## config.mk

```make
export PLATFORM = sky130hd
export DESIGN_NAME = bus_arbiter_flat
export DESIGN_NICKNAME = d
export VERILOG_FILES = /design/src/rtl/bus_arbiter_if.sv /design/src/rtl/bus_arbiter.sv /design/src/flat_wrapper.sv
export SDC_FILE = /design/constraint.sdc
export NUM_CORES = 1
export LEC_CHECK = 0
export BUFFER_PORTS_ARGS = -buffer_cell sky130_fd_sc_hd__buf_2
export CORE_UTILIZATION = 30
export DETAILED_ROUTE_END_ITERATION = 8
export MAX_ROUTING_LAYER = met4
export PLACE_DENSITY_LB_ADDON = 0.25
export RECOVER_POWER = 50
export SYNTH_ARGS = -nofsm -noshare
export SYNTH_HDL_FRONTEND = slang
export SYNTH_SLANG_ARGS = --single-unit
```

## constraint.sdc

```tcl
create_clock -name clk -period 5.2 [get_ports clk]
set_input_delay 0.26 -clock clk [delete_from_list [all_inputs] [get_ports clk]]
set_output_delay 0.26 -clock clk [all_outputs]
set_load 0.005 [all_outputs]
```

## src/rtl/bus_arbiter_if.sv

```systemverilog
// Bundle of requester (fetch/data) and shared memory port signals around bus_arbiter.
// Signal suffixes give direction as seen from the arbiter (slave modport).
interface bus_arbiter_if #(
    parameter int unsigned ADDR_W = 32,
    parameter int unsigned DATA_W = 32
);
    logic              i_req_i;
    logic [ADDR_W-1:0] i_addr_i;
    logic [DATA_W-1:0] i_rdata_o;
    logic              i_ack_o;

    logic              d_req_i;
    logic              d_we_i;
    logic [ADDR_W-1:0] d_addr_i;
    logic [DATA_W-1:0] d_wdata_i;
    logic [3:0]        d_sel_i;
    logic [DATA_W-1:0] d_rdata_o;
    logic              d_ack_o;

    logic              err_o;
    logic              stall_o;

    logic              mem_req_o;
    logic              mem_we_o;
    logic [ADDR_W-1:0] mem_addr_o;
    logic [DATA_W-1:0] mem_wdata_o;
    logic [3:0]        mem_sel_o;
    logic [DATA_W-1:0] mem_rdata_i;
    logic              mem_ack_i;

    modport slave (
        input  i_req_i, i_addr_i, d_req_i, d_we_i, d_addr_i, d_wdata_i, d_sel_i,
        input  mem_rdata_i, mem_ack_i,
        output i_rdata_o, i_ack_o, d_rdata_o, d_ack_o, err_o, stall_o,
        output mem_req_o, mem_we_o, mem_addr_o, mem_wdata_o, mem_sel_o
    );

    modport master (
        output i_req_i, i_addr_i, d_req_i, d_we_i, d_addr_i, d_wdata_i, d_sel_i,
        output mem_rdata_i, mem_ack_i,
        input  i_rdata_o, i_ack_o, d_rdata_o, d_ack_o, err_o, stall_o,
        input  mem_req_o, mem_we_o, mem_addr_o, mem_wdata_o, mem_sel_o
    );
endinterface

```

## src/rtl/bus_arbiter.sv

```systemverilog
// Fetch/data arbiter onto one registered memory port, single outstanding access with timeout.
// Define ARB_RR_EN for round-robin between simultaneous requests; default is data priority.
module bus_arbiter #(
    parameter int unsigned ADDR_W = 32,
    parameter int unsigned DATA_W = 32,
    parameter int unsigned TO_CYC = 255
) (
    input logic          clk,
    input logic          rst,
    bus_arbiter_if.slave bus
);
    localparam logic [1:0] StIdle  = 2'd0;
    localparam logic [1:0] StBusyI = 2'd1;
    localparam logic [1:0] StBusyD = 2'd2;

    localparam logic [7:0] CntLast = 8'(TO_CYC - 1);

    logic [1:0]        state_q, state_d;
    logic [7:0]        cnt_q, cnt_d;
    logic              last_d_q, last_d_d;
    logic              mem_req_q, mem_req_d;
    logic              mem_we_q, mem_we_d;
    logic [ADDR_W-1:0] mem_addr_q, mem_addr_d;
    logic [DATA_W-1:0] mem_wdata_q, mem_wdata_d;
    logic [3:0]        mem_sel_q, mem_sel_d;
    logic              i_ack_q, i_ack_d;
    logic              d_ack_q, d_ack_d;
    logic              err_q, err_d;
    logic [DATA_W-1:0] i_rdata_q, i_rdata_d;
    logic [DATA_W-1:0] d_rdata_q, d_rdata_d;

    logic              i_req_v, d_req_v, grant_d, timeout;
    logic [DATA_W-1:0] rdata_v;

    // A request whose ack is still showing is the one just served, not a new one.
    assign i_req_v = bus.i_req_i & ~i_ack_q;
    assign d_req_v = bus.d_req_i & ~d_ack_q;
    assign timeout = (cnt_q == CntLast);

`ifdef ARB_RR_EN
    assign grant_d = d_req_v & (~i_req_v | ~last_d_q);
`else
    assign grant_d = d_req_v;
`endif

    always_comb begin
        state_d     = state_q;
        cnt_d       = cnt_q;
        last_d_d    = last_d_q;
        mem_req_d   = mem_req_q;
        mem_we_d    = mem_we_q;
        mem_addr_d  = mem_addr_q;
        mem_wdata_d = mem_wdata_q;
        mem_sel_d   = mem_sel_q;
        i_ack_d     = 1'b0;
        d_ack_d     = 1'b0;
        err_d       = 1'b0;
        i_rdata_d   = i_rdata_q;
        d_rdata_d   = d_rdata_q;
        rdata_v     = '0;
        case (state_q)
            StIdle: begin
                if (grant_d) begin
                    mem_req_d   = 1'b1;
                    mem_we_d    = bus.d_we_i;
                    mem_addr_d  = bus.d_addr_i;
                    mem_wdata_d = bus.d_wdata_i;
                    mem_sel_d   = bus.d_sel_i;
                    cnt_d       = 8'd0;
                    last_d_d    = 1'b1;
                    state_d     = StBusyD;
                end else if (i_req_v) begin
                    mem_req_d   = 1'b1;
                    mem_we_d    = 1'b0;
                    mem_addr_d  = bus.i_addr_i;
                    mem_wdata_d = '0;
                    mem_sel_d   = 4'hF;
                    cnt_d       = 8'd0;
                    last_d_d    = 1'b0;
                    state_d     = StBusyI;
                end
            end
            StBusyI, StBusyD: begin
                // Ack beats a coinciding timeout; writes and timeouts return zero data.
                if (bus.mem_ack_i || timeout) begin
                    mem_req_d = 1'b0;
                    state_d   = StIdle;
                    err_d     = ~bus.mem_ack_i;
                    rdata_v   = (bus.mem_ack_i && !mem_we_q) ? bus.mem_rdata_i : '0;
                    if (state_q == StBusyD) begin
                        d_ack_d   = 1'b1;
                        d_rdata_d = rdata_v;
                    end else begin
                        i_ack_d   = 1'b1;
                        i_rdata_d = rdata_v;
                    end
                end else begin
                    cnt_d = cnt_q + 8'd1;
                end
            end
            default: state_d = StIdle;
        endcase
    end

    always_ff @(posedge clk or negedge rst) begin
        if (!rst) begin
            state_q     <= StIdle;
            cnt_q       <= 8'd0;
            last_d_q    <= 1'b0;
            mem_req_q   <= 1'b0;
            mem_we_q    <= 1'b0;
            mem_addr_q  <= '0;
            mem_wdata_q <= '0;
            mem_sel_q   <= 4'h0;
            i_ack_q     <= 1'b0;
            d_ack_q     <= 1'b0;
            err_q       <= 1'b0;
            i_rdata_q   <= '0;
            d_rdata_q   <= '0;
        end else begin
            state_q     <= state_d;
            cnt_q       <= cnt_d;
            last_d_q    <= last_d_d;
            mem_req_q   <= mem_req_d;
            mem_we_q    <= mem_we_d;
            mem_addr_q  <= mem_addr_d;
            mem_wdata_q <= mem_wdata_d;
            mem_sel_q   <= mem_sel_d;
            i_ack_q     <= i_ack_d;
            d_ack_q     <= d_ack_d;
            err_q       <= err_d;
            i_rdata_q   <= i_rdata_d;
            d_rdata_q   <= d_rdata_d;
        end
    end

    assign bus.mem_req_o   = mem_req_q;
    assign bus.mem_we_o    = mem_we_q;
    assign bus.mem_addr_o  = mem_addr_q;
    assign bus.mem_wdata_o = mem_wdata_q;
    assign bus.mem_sel_o   = mem_sel_q;
    assign bus.i_ack_o     = i_ack_q;
    assign bus.d_ack_o     = d_ack_q;
    assign bus.err_o       = err_q;
    assign bus.i_rdata_o   = i_rdata_q;
    assign bus.d_rdata_o   = d_rdata_q;
    assign bus.stall_o     = (bus.i_req_i & ~i_ack_q) | (bus.d_req_i & ~d_ack_q);
endmodule

```

## src/flat_wrapper.sv

```systemverilog
// flat-port wrapper written by rule: the top's interface ports become plain ports
module bus_arbiter_flat 
#(
    parameter int unsigned ADDR_W = 32,
    parameter int unsigned DATA_W = 32,
    parameter int unsigned TO_CYC = 255
)
  (clk, rst, bus_i_req_i, bus_i_addr_i, bus_d_req_i, bus_d_we_i, bus_d_addr_i, bus_d_wdata_i, bus_d_sel_i, bus_mem_rdata_i, bus_mem_ack_i, bus_i_rdata_o, bus_i_ack_o, bus_d_rdata_o, bus_d_ack_o, bus_err_o, bus_stall_o, bus_mem_req_o, bus_mem_we_o, bus_mem_addr_o, bus_mem_wdata_o, bus_mem_sel_o);
  bus_arbiter_if #(.ADDR_W(ADDR_W), .DATA_W(DATA_W)) bus_i ();
  input logic clk;
  input logic rst;
  input wire logic [$bits(bus_i.i_req_i)-1:0] bus_i_req_i;
  input wire logic [$bits(bus_i.i_addr_i)-1:0] bus_i_addr_i;
  input wire logic [$bits(bus_i.d_req_i)-1:0] bus_d_req_i;
  input wire logic [$bits(bus_i.d_we_i)-1:0] bus_d_we_i;
  input wire logic [$bits(bus_i.d_addr_i)-1:0] bus_d_addr_i;
  input wire logic [$bits(bus_i.d_wdata_i)-1:0] bus_d_wdata_i;
  input wire logic [$bits(bus_i.d_sel_i)-1:0] bus_d_sel_i;
  input wire logic [$bits(bus_i.mem_rdata_i)-1:0] bus_mem_rdata_i;
  input wire logic [$bits(bus_i.mem_ack_i)-1:0] bus_mem_ack_i;
  output wire logic [$bits(bus_i.i_rdata_o)-1:0] bus_i_rdata_o;
  output wire logic [$bits(bus_i.i_ack_o)-1:0] bus_i_ack_o;
  output wire logic [$bits(bus_i.d_rdata_o)-1:0] bus_d_rdata_o;
  output wire logic [$bits(bus_i.d_ack_o)-1:0] bus_d_ack_o;
  output wire logic [$bits(bus_i.err_o)-1:0] bus_err_o;
  output wire logic [$bits(bus_i.stall_o)-1:0] bus_stall_o;
  output wire logic [$bits(bus_i.mem_req_o)-1:0] bus_mem_req_o;
  output wire logic [$bits(bus_i.mem_we_o)-1:0] bus_mem_we_o;
  output wire logic [$bits(bus_i.mem_addr_o)-1:0] bus_mem_addr_o;
  output wire logic [$bits(bus_i.mem_wdata_o)-1:0] bus_mem_wdata_o;
  output wire logic [$bits(bus_i.mem_sel_o)-1:0] bus_mem_sel_o;
  assign bus_i.i_req_i = bus_i_req_i;
  assign bus_i.i_addr_i = bus_i_addr_i;
  assign bus_i.d_req_i = bus_d_req_i;
  assign bus_i.d_we_i = bus_d_we_i;
  assign bus_i.d_addr_i = bus_d_addr_i;
  assign bus_i.d_wdata_i = bus_d_wdata_i;
  assign bus_i.d_sel_i = bus_d_sel_i;
  assign bus_i.mem_rdata_i = bus_mem_rdata_i;
  assign bus_i.mem_ack_i = bus_mem_ack_i;
  assign bus_i_rdata_o = bus_i.i_rdata_o;
  assign bus_i_ack_o = bus_i.i_ack_o;
  assign bus_d_rdata_o = bus_i.d_rdata_o;
  assign bus_d_ack_o = bus_i.d_ack_o;
  assign bus_err_o = bus_i.err_o;
  assign bus_stall_o = bus_i.stall_o;
  assign bus_mem_req_o = bus_i.mem_req_o;
  assign bus_mem_we_o = bus_i.mem_we_o;
  assign bus_mem_addr_o = bus_i.mem_addr_o;
  assign bus_mem_wdata_o = bus_i.mem_wdata_o;
  assign bus_mem_sel_o = bus_i.mem_sel_o;
  bus_arbiter #(.ADDR_W(ADDR_W), .DATA_W(DATA_W), .TO_CYC(TO_CYC)) u_core (.clk(clk), .rst(rst), .bus(bus_i));
endmodule
```

# Word level (Yosys, flattened, before mapping)

Cells that the tools add are included.

Word-level logic and storage cells: 68
Output and inout bits: 138
Bits in registers: 147

Reductions and logical operators: 13
Mux-type cells: 29
Eq/ne operators: 6
Bitwise gates (word level): 7
$add $sub $neg: 1

Operator list:

| cell                                                  | number |
|---|---|
| two-way mux 32 bit                                    | 5 |
| two-way mux 8 bit                                     | 3 |
| one-hot mux 8 bit (2 select lines)                    | 1 |
| two-way mux 1 bit                                     | 13 |
| AND reduction 3 bit                                   | 4 |
| adder 8 x 1 -> 8 bit, second input constant           | 1 |
| equality test 8 bit, second input constant            | 1 |
| two-way mux 4 bit                                     | 2 |
| two-way mux 2 bit                                     | 3 |
| NOT 1 bit                                             | 4 |
| one-hot mux 2 bit (2 select lines)                    | 1 |
| AND reduction 2 bit                                   | 2 |
| nonzero test 2 bit                                    | 2 |
| inequality test 3 x 1 -> 1 bit, second input constant | 1 |
| bitwise AND 1 bit                                     | 2 |
| equality test 2 x 1 -> 1 bit, second input constant   | 1 |
| equality test 2 bit, second input constant            | 1 |
| logical NOT 2 bit                                     | 1 |
| inequality test 2 x 1 -> 1 bit, second input constant | 1 |
| inequality test 2 bit, second input constant          | 1 |
| one-hot mux 1 bit (2 select lines)                    | 1 |
| OR reduction 2 bit                                    | 1 |
| logical AND 1 bit                                     | 1 |
| logical NOT 1 bit                                     | 1 |
| 2 further kinds                                       | 2 |

# Logic depth before layout (Yosys ltp)

Gate-level depths: netlist of the first run.

Word-level depth: 5
Mapped depth: 9

# Least setup slack after synthesis of the first run

OpenSTA, ideal clock, no wires.

Path type: reg-to-reg
Start point: register u_core.state_q[0]
End point: register u_core.mem_addr_q[8] (netlist: u_core.bus.mem_addr_o[8])
Required time: 5.064 ns
Slack: 3.447 ns
Setup time: 0.136 ns
Stages on the path, launching flop included: 10
Arrival: 1.617 ns
Cell sequence: dfrtp_1 > inv_1 > ha_1 > clkbuf_1 > a21bo_2 > buf_2 > buf_6 > buf_2 > nand2_1 > o21ai_0

Longest elaborated chain between the ends: 2

Ends and longest elaborated chain:

| what                                 | line               | RTL |
|---|---|---|
| start, declared                      | bus_arbiter.sv:18  | `logic [1:0] state_q, state_d;` |
| start signal, assigned               | bus_arbiter.sv:107 | `state_q <= StIdle;` |
| start signal, assigned               | bus_arbiter.sv:121 | `state_q <= state_d;` |
| logical NOT 2 bit                    | bus_arbiter.sv:61  | `case (state_q)` |
| AND reduction 2 bit (no source line) | -                  |  |
| end signal, assigned                 | bus_arbiter.sv:126 | `mem_addr_q <= mem_addr_d;` |
| end, declared                        | bus_arbiter.sv:23  | `logic [ADDR_W-1:0] mem_addr_q, mem_addr_d;` |

No other way between the ends.
A chain may end at the register's enable or synchronous reset.

==> impl_metrics.toml, run 1 <==
[clocking]
worst_skew_pair.late_latency_ps = 410
path_clk_slew_ps = 70
cts-root-buf = "clkbuf_16"
cts_buffers = 17
cts_max_path_buffers = 2
post_cts_buffers = 0
cts_tree = "yes"
htreeDepth = 4
cts_resized = 0
cts.sinks = 147

[min_path]
holdCritStartpoint = "bus_d_wdata_i[8]"
hp-class = "in -> reg"
hold_end = "u_core.bus.mem_wdata_o[8]$_DFFE_PN0P_"
whs_path_depth = 2

[layout]
regArea_um2 = 3680
areaGrowthSynthToFinish_pct = 30.1
layout-drive-gt1-share_pct = 37.1
nNetsFinal = 894
multiInputGateArea_um2 = 2580
nFillCells = 2088
postLayoutCoreUtil_pct = 40.1
n_antenna_cell = 0
fin_cells = 1037

[synthesis]
synth.top_cells.by_area = "dfrtp_1 (56%), mux2_4 (14%), mux2i_1 (4.9%)"
synthTopCellsByCount = "dfrtp_1 (147), mux2_4 (60), nand2_1 (40)"
ys_seq_area_share_pct = 56.4
synth_top_family_by_area = "multiplexers"
synthArstFlopShare_pct = 100
synth-xor-area-share_pct = 0
yosysMostFrequentCell = "dfrtp_1"
synth_top_area_share_pct = 56.4
synthAdderAreaFrac_pct = 1.34
avgSynthCellArea_um2 = 13.6
ys_warn_count = 0
synth-compound-area-share_pct = 10.1
synthCells = 480
synth-main-ff-cell = "dfrtp_1"
synthMuxAreaShare_pct = 19.4
synth_edf_count = 0
synthDistinctLibCells = 38
synth-simple-area-share_pct = 8.72
syn-num-nets = 625
synth_top_area_cell = "dfrtp_1"
netlist_area_um2 = 6520
synth-seq-cells = 147

[sta]
finalCriticalPeriod_ps = 2600
fin_worst_skew_ps = 10.6
timing.slew.headroom_pct = -4.37
report.final.slew_viol_count = 65
post-route-period-util_pct = 50.1
worstMarginPinSlew_ps = 1570
setup_viol = 0
finalHoldViolCount = 0
fmaxAchievable_ghz = 0.384
tns_ps = 0
rsz0062_at_grt = "no"

[worst_setup_path]
rr_startpoint = "u_core.state_q[1]$_DFFE_PN0P_"
r2r_end = "u_core.state_q[1]$_DFFE_PN0P_"
critPathMaxFanout = 64
endpoint_kind = "asynchronous set/reset pin"
critPathLaunchType = "primary input"
required_ps = 5440
reg2reg_depth = 6
critical_path_class = "in -> async"
r2r_slack_ps = 2840
crit_arrival_ps = 2840

[outcome]
status = "finished, violations left"
violations = "capacitance limit, slew limit"

[power]
ir_worst_vdd_v = 0.000256
p_per_area_nw_per_um2 = 578
finalPower_mw = 4.90
leakagePower_nw = 4.31

[detailed_routing]
wl_per_cell_um = 16.1
drc = 0
drt_wl_total_um = 16700
met1Wirelength_um = 7550
drt_iter0_drc = 110
met3_length_um = 1330
via_per_inst = 4.52
first_pass_iters = 4
ant_nets = 0
met2WireLength_um = 7650
dr.max_layer_used = "met4"
vias = 4686

[floorplan]
boundaryPins = 276
num_rows = 53
die_w_um = 149
die-area_um2 = 22300
core_area_um2 = 21200
start_util_pct = 30.8
die_y_um = 149

[placement]
place_congestion = 0.743
placed_cells = 1004
dp_hpwl_um = 11700
port_buffers = 275

[grt]
track_usage_pct = 15.8
grt_max_degree = 98
antenna_found_initial = 0
grt_pass1_vias = 4755
grt_pass1_wl_um = 26000
overflow = 0

[run]
maxCapViolations = 1
-- cell usage in the layout, fill, tap and decap left out, types with 2 or more instances in the layout --
| cell | n |
|---|---|
| buf_2 | 172 |
| dfrtp_1 | 147 |
| clkbuf_1 | 103 |
| mux2_4 | 60 |
| nand2_1 | 40 |
| o21ai_0 | 34 |
| and2_1 | 34 |
| a22o_1 | 34 |
| mux2i_1 | 32 |
| clkbuf_16 | 17 |
| a31oi_1 | 8 |
| ha_1 | 7 |
| nand2b_1 | 6 |
| clkinvlp_4 | 6 |
| inv_1 | 5 |
| o22a_1 | 4 |
| mux2_2 | 4 |
| buf_4 | 4 |
| nor2_1 | 3 |
| and3_2 | 3 |
| a21oi_1 | 3 |
| clkinv_4 | 3 |
| inv_6 | 3 |
| nand2_8 | 2 |
| nand3_1 | 2 |
| and3_1 | 2 |
| nand4_1 | 2 |
| o22ai_1 | 2 |
| buf_1 | 2 |
-- state kept, by name, summed over array words and instances (netlist names) --
register                cells
u_core.cnt_q                8
u_core.bus.mem_req_o        1
u_core.bus.d_rdata_o       32
u_core.bus.i_rdata_o       32
u_core.bus.err_o            1
u_core.state_q              2
u_core.bus.i_ack_o          1
u_core.bus.mem_sel_o        4
u_core.bus.mem_we_o         1
u_core.bus.mem_wdata_o     32
u_core.bus.d_ack_o          1
u_core.bus.mem_addr_o      32
-- logic make-up (layout without fill, tap and decap cells) --
kind of cell             Yosys count  after routing
AO/OA/AOI/OAI                     93             93
adder cells (fa/ha/maj)            7              7
buffers and inverters             36            318
flip-flops                       147            147
multiplexers                      96             96
AND/OR/NAND/NOR                  101            101
-- metrics by stage --
stage | cell area, um2 | hold slack, ps | worst slack (ps)
after global placement | 8050 | 102 | 2870
after global routing | 8480 | 33.8 | 2120
after detailed placement | 8050 | 101 | 2850
final | 8480 | 55.0 | 2600
after CTS | 8620 | 28.8 | 2840
after floorplan | 6520 | -35.6 | 3450
-- how the worst max path moves through the flow --
stage | slack (ps) | startpoint | end
after global routing | 2120 | rst | u_core.bus.mem_wdata_o[3]$_DFFE_PN0P_
after detailed placement | 2850 | u_core.bus.d_ack_o$_DFF_PN0_ | u_core.bus.mem_addr_o[18]$_DFFE_PN0P_
after CTS | 2840 | u_core.bus.d_ack_o$_DFF_PN0_ | u_core.bus.mem_addr_o[18]$_DFFE_PN0P_
after floorplan | 3450 | u_core.state_q[0]$_DFFE_PN0P_ | u_core.bus.mem_addr_o[8]$_DFFE_PN0P_
final | 2600 | rst | u_core.bus.mem_wdata_o[3]$_DFFE_PN0P_
after global placement | 2870 | u_core.state_q[1]$_DFFE_PN0P_ | u_core.state_q[1]$_DFFE_PN0P_
-- worst max-delay path: stages --
cell and delay (ps):
dlygate4sd3_1 530, clkbuf_1 720, clkbuf_2 1280
-- repair_timing --
action	in CTS	in global routing
setup endpoints to repair	0	0
endpoints found under the hold margin	16	0
hold buffers	1	0
-- layer usage --
metal  vias to the layer above  GRT usage [%]
li1                       2247              -
met1                      2207           20.2
met2                       219           23.9
met3                        13           4.19
met4                         0           5.51
met5                         -              -
-- cell type report --
type                            instances  area share [%]
Multi-Input combinational cell        297            30.5
Timing Repair Buffer                  281            15.2
Clock buffer                           19            5.11
Inverter                                5           0.221
Sequential cell                       147            43.4
Clock inverter                         13            1.51
Tap cell                              275            4.06
-- power breakdown --
group          internal (mW)  total [mW]  switching [mW]
registers               1.66        1.96           0.298
logic                  0.900        1.77           0.865
clock network          0.665        1.17           0.507
Power figures use the tool's default switching activity.
==> inputs of run 2 (changes only) <==
==> constraint.sdc (replaced) <==
create_clock -name clk -period 2.1 [get_ports clk]
set_input_delay 0.105 -clock clk [delete_from_list [all_inputs] [get_ports clk]]
set_output_delay 0.105 -clock clk [all_outputs]
set_load 0.005 [all_outputs]
==> run 2 against run 1 <==
  * The flow now finishes without violations
  * Combinational power rose to 2.7 times the previous value
  * Setup slack got worse by 2500 ps
  * Routed wire length rose by 9.0%
  * Core utilization rose by 5.5 points
  * Cell count rose by 9.5%
  * Via count rose by 8.3%
  * Clock power rose to 2.7 times the previous value
  * Flip-flop and latch count did not move
  * Critical path depth rose by 2
==> impl_metrics.toml, run 2 (synthesis gave the netlist of run 1 again) <==
[outcome]
status = "complete, no violations"

[detailed_routing]
drt_wl_total_um = 18200
drt_iter0_drc = 131
vias = 5077
wl_per_cell_um = 16.0
via_per_inst = 4.47
ant_nets = 0
first_pass_iters = 4
drc = 0

[placement]
port_buffers = 275
dp_hpwl_um = 12300
place_congestion = 0.764

[worst_setup_path]
reg2reg_depth = 5
critPathLaunchType = "register"
rr_startpoint = "u_core.bus.d_ack_o$_DFF_PN0_"
cpMaxStageDelayCell = "dlygate4sd3_1"
cpPeakStageDelay_ps = 550
cp_num_cells = 5
critical_path_class = "reg -> reg"
cp_num_buf_inv = 2
crit_chain = "nand2b_2 -> buf_6 -> mux2i_1 -> dlygate4sd3_1 -> o21ai_0"
endpoint_kind = "register"
crit_arrival_ps = 2250
r2r_end = "u_core.bus.mem_addr_o[26]$_DFFE_PN0P_"
cp-endpoint = "u_core.bus.mem_addr_o[26]$_DFFE_PN0P_"
critPathMaxFanout = 32
required_ps = 2390
cp-startpoint = "u_core.bus.d_ack_o$_DFF_PN0_"
path_delay_family = "buffers and inverters"
r2r_slack_ps = 140

[clocking]
htreeDepth = 4
cts.sinks = 147
cts_tree = "yes"
path_clk_slew_ps = 70
post_cts_buffers = 0
cts-root-buf = "clkbuf_16"
cts_buffers = 17
worst_skew_pair.late_latency_ps = 420
cts_max_path_buffers = 2

[grt]
grt_pass1_vias = 5306
antenna_found_initial = 0
grt_pass1_wl_um = 28100
track_usage_pct = 16.9
grt_max_degree = 53
overflow = 0

[sta]
post-route-period-util_pct = 93.2
finalHoldViolCount = 0
finalCriticalPeriod_ps = 1960
report.final.slew_viol_count = 0
fin_worst_skew_ps = 8.46
tns_ps = 0
setup_viol = 0
worstMarginPinSlew_ps = 1440
fmaxAchievable_ghz = 0.511
rsz0062_at_grt = "no"
timing.slew.headroom_pct = 3.91

[layout]
final_common_cell = "buf_2"
n_antenna_cell = 0
nNetsFinal = 993
postLayoutCoreUtil_pct = 45.6
final_cell_mix = "buf_2 (231), dfrtp_1 (147), dlygate4sd3_1 (88)"
layout-drive-gt1-share_pct = 41.5
areaGrowthSynthToFinish_pct = 48.0

[min_path]
holdCritStartpoint = "bus_d_addr_i[8]"
hp-class = "in -> reg"

[floorplan]
boundaryPins = 276
num_rows = 53
die-area_um2 = 22300
die_y_um = 149
core_area_um2 = 21200
die_w_um = 149
start_util_pct = 30.8

[power]
ir_worst_vdd_v = 0.000569
leakagePower_nw = 5.01
p_per_area_nw_per_um2 = 1330

[run]
maxCapViolations = 0
==> run 2: metal layers <==
metal  vias up  routed length, um  GRT usage [%]
met1      2369               8180           21.1
met5         -                  0              -
met2       232               8390           26.5
li1       2454                  -              -
met3        22               1360           4.59
met4         0                263           5.36
==> run 2: how the worst min path moves through the flow <==
stage                                      endpoint  cells past startpoint
6_report       u_core.bus.mem_addr_o[8]$_DFFE_PN0P_                      3
5_1_grt        u_core.bus.mem_addr_o[8]$_DFFE_PN0P_                      3
3_5_place_dp   u_core.bus.i_rdata_o[10]$_DFFE_PN0P_                      1
4_1_cts        u_core.bus.mem_addr_o[1]$_DFFE_PN0P_                      3
2_1_floorplan          u_core.bus.d_ack_o$_DFF_PN0_                      0
3_3_place_gp   u_core.bus.i_rdata_o[10]$_DFFE_PN0P_                      1
==> run 2: tightest hold or removal path: stages <==
cell and delay [ps]:
buf_2 90, mux2i_1 70, o21ai_0 130
==> run 2: area by class of cell <==
class                   count  area, um2
repair buffers            380       2400
multi-input cells         297       2590
flip-flops and latches    147       3680
well taps                 275        344
clock inverters            14        179
inverters                   5       18.8
clock buffers              17        425
fillers                  1938      11500
==> run 2: what timing repair did <==
action,4_1_cts,5_1_grt
hold buffers,88,0
hold endpoints to repair,111,0
resized for setup,0,1
setup endpoints to repair,0,1
==> run 2: power by group <==
part	switching (mW)	internal, mW	leakage [nW]
registers	0.740	4.12	1.89
logic	2.19	2.66	2.84
clock network	1.26	1.88	0.287
total	4.19	8.65	5.01
==> run 2: through the flow <==
| stage | worst slack, ps | std cells | total power, mW | hold slack (ps) | area [um2] |
|---|---|---|---|---|---|
| 2_1_floorplan | 347 | 480 | 7.59 | -191 | 6520 |
| 3_3_place_gp | 237 | 1016 | 9.70 | 105 | 8220 |
| 3_5_place_dp | 196 | 1016 | 9.76 | 106 | 8220 |
| 4_1_cts | 30.5 | 1135 | 13.1 | 2.41 | 9700 |
| 5_1_grt | 49.3 | 1135 | 13.8 | 30.9 | 9640 |
| 6_report | 143 | 1135 | 12.8 | 14.9 | 9640 |
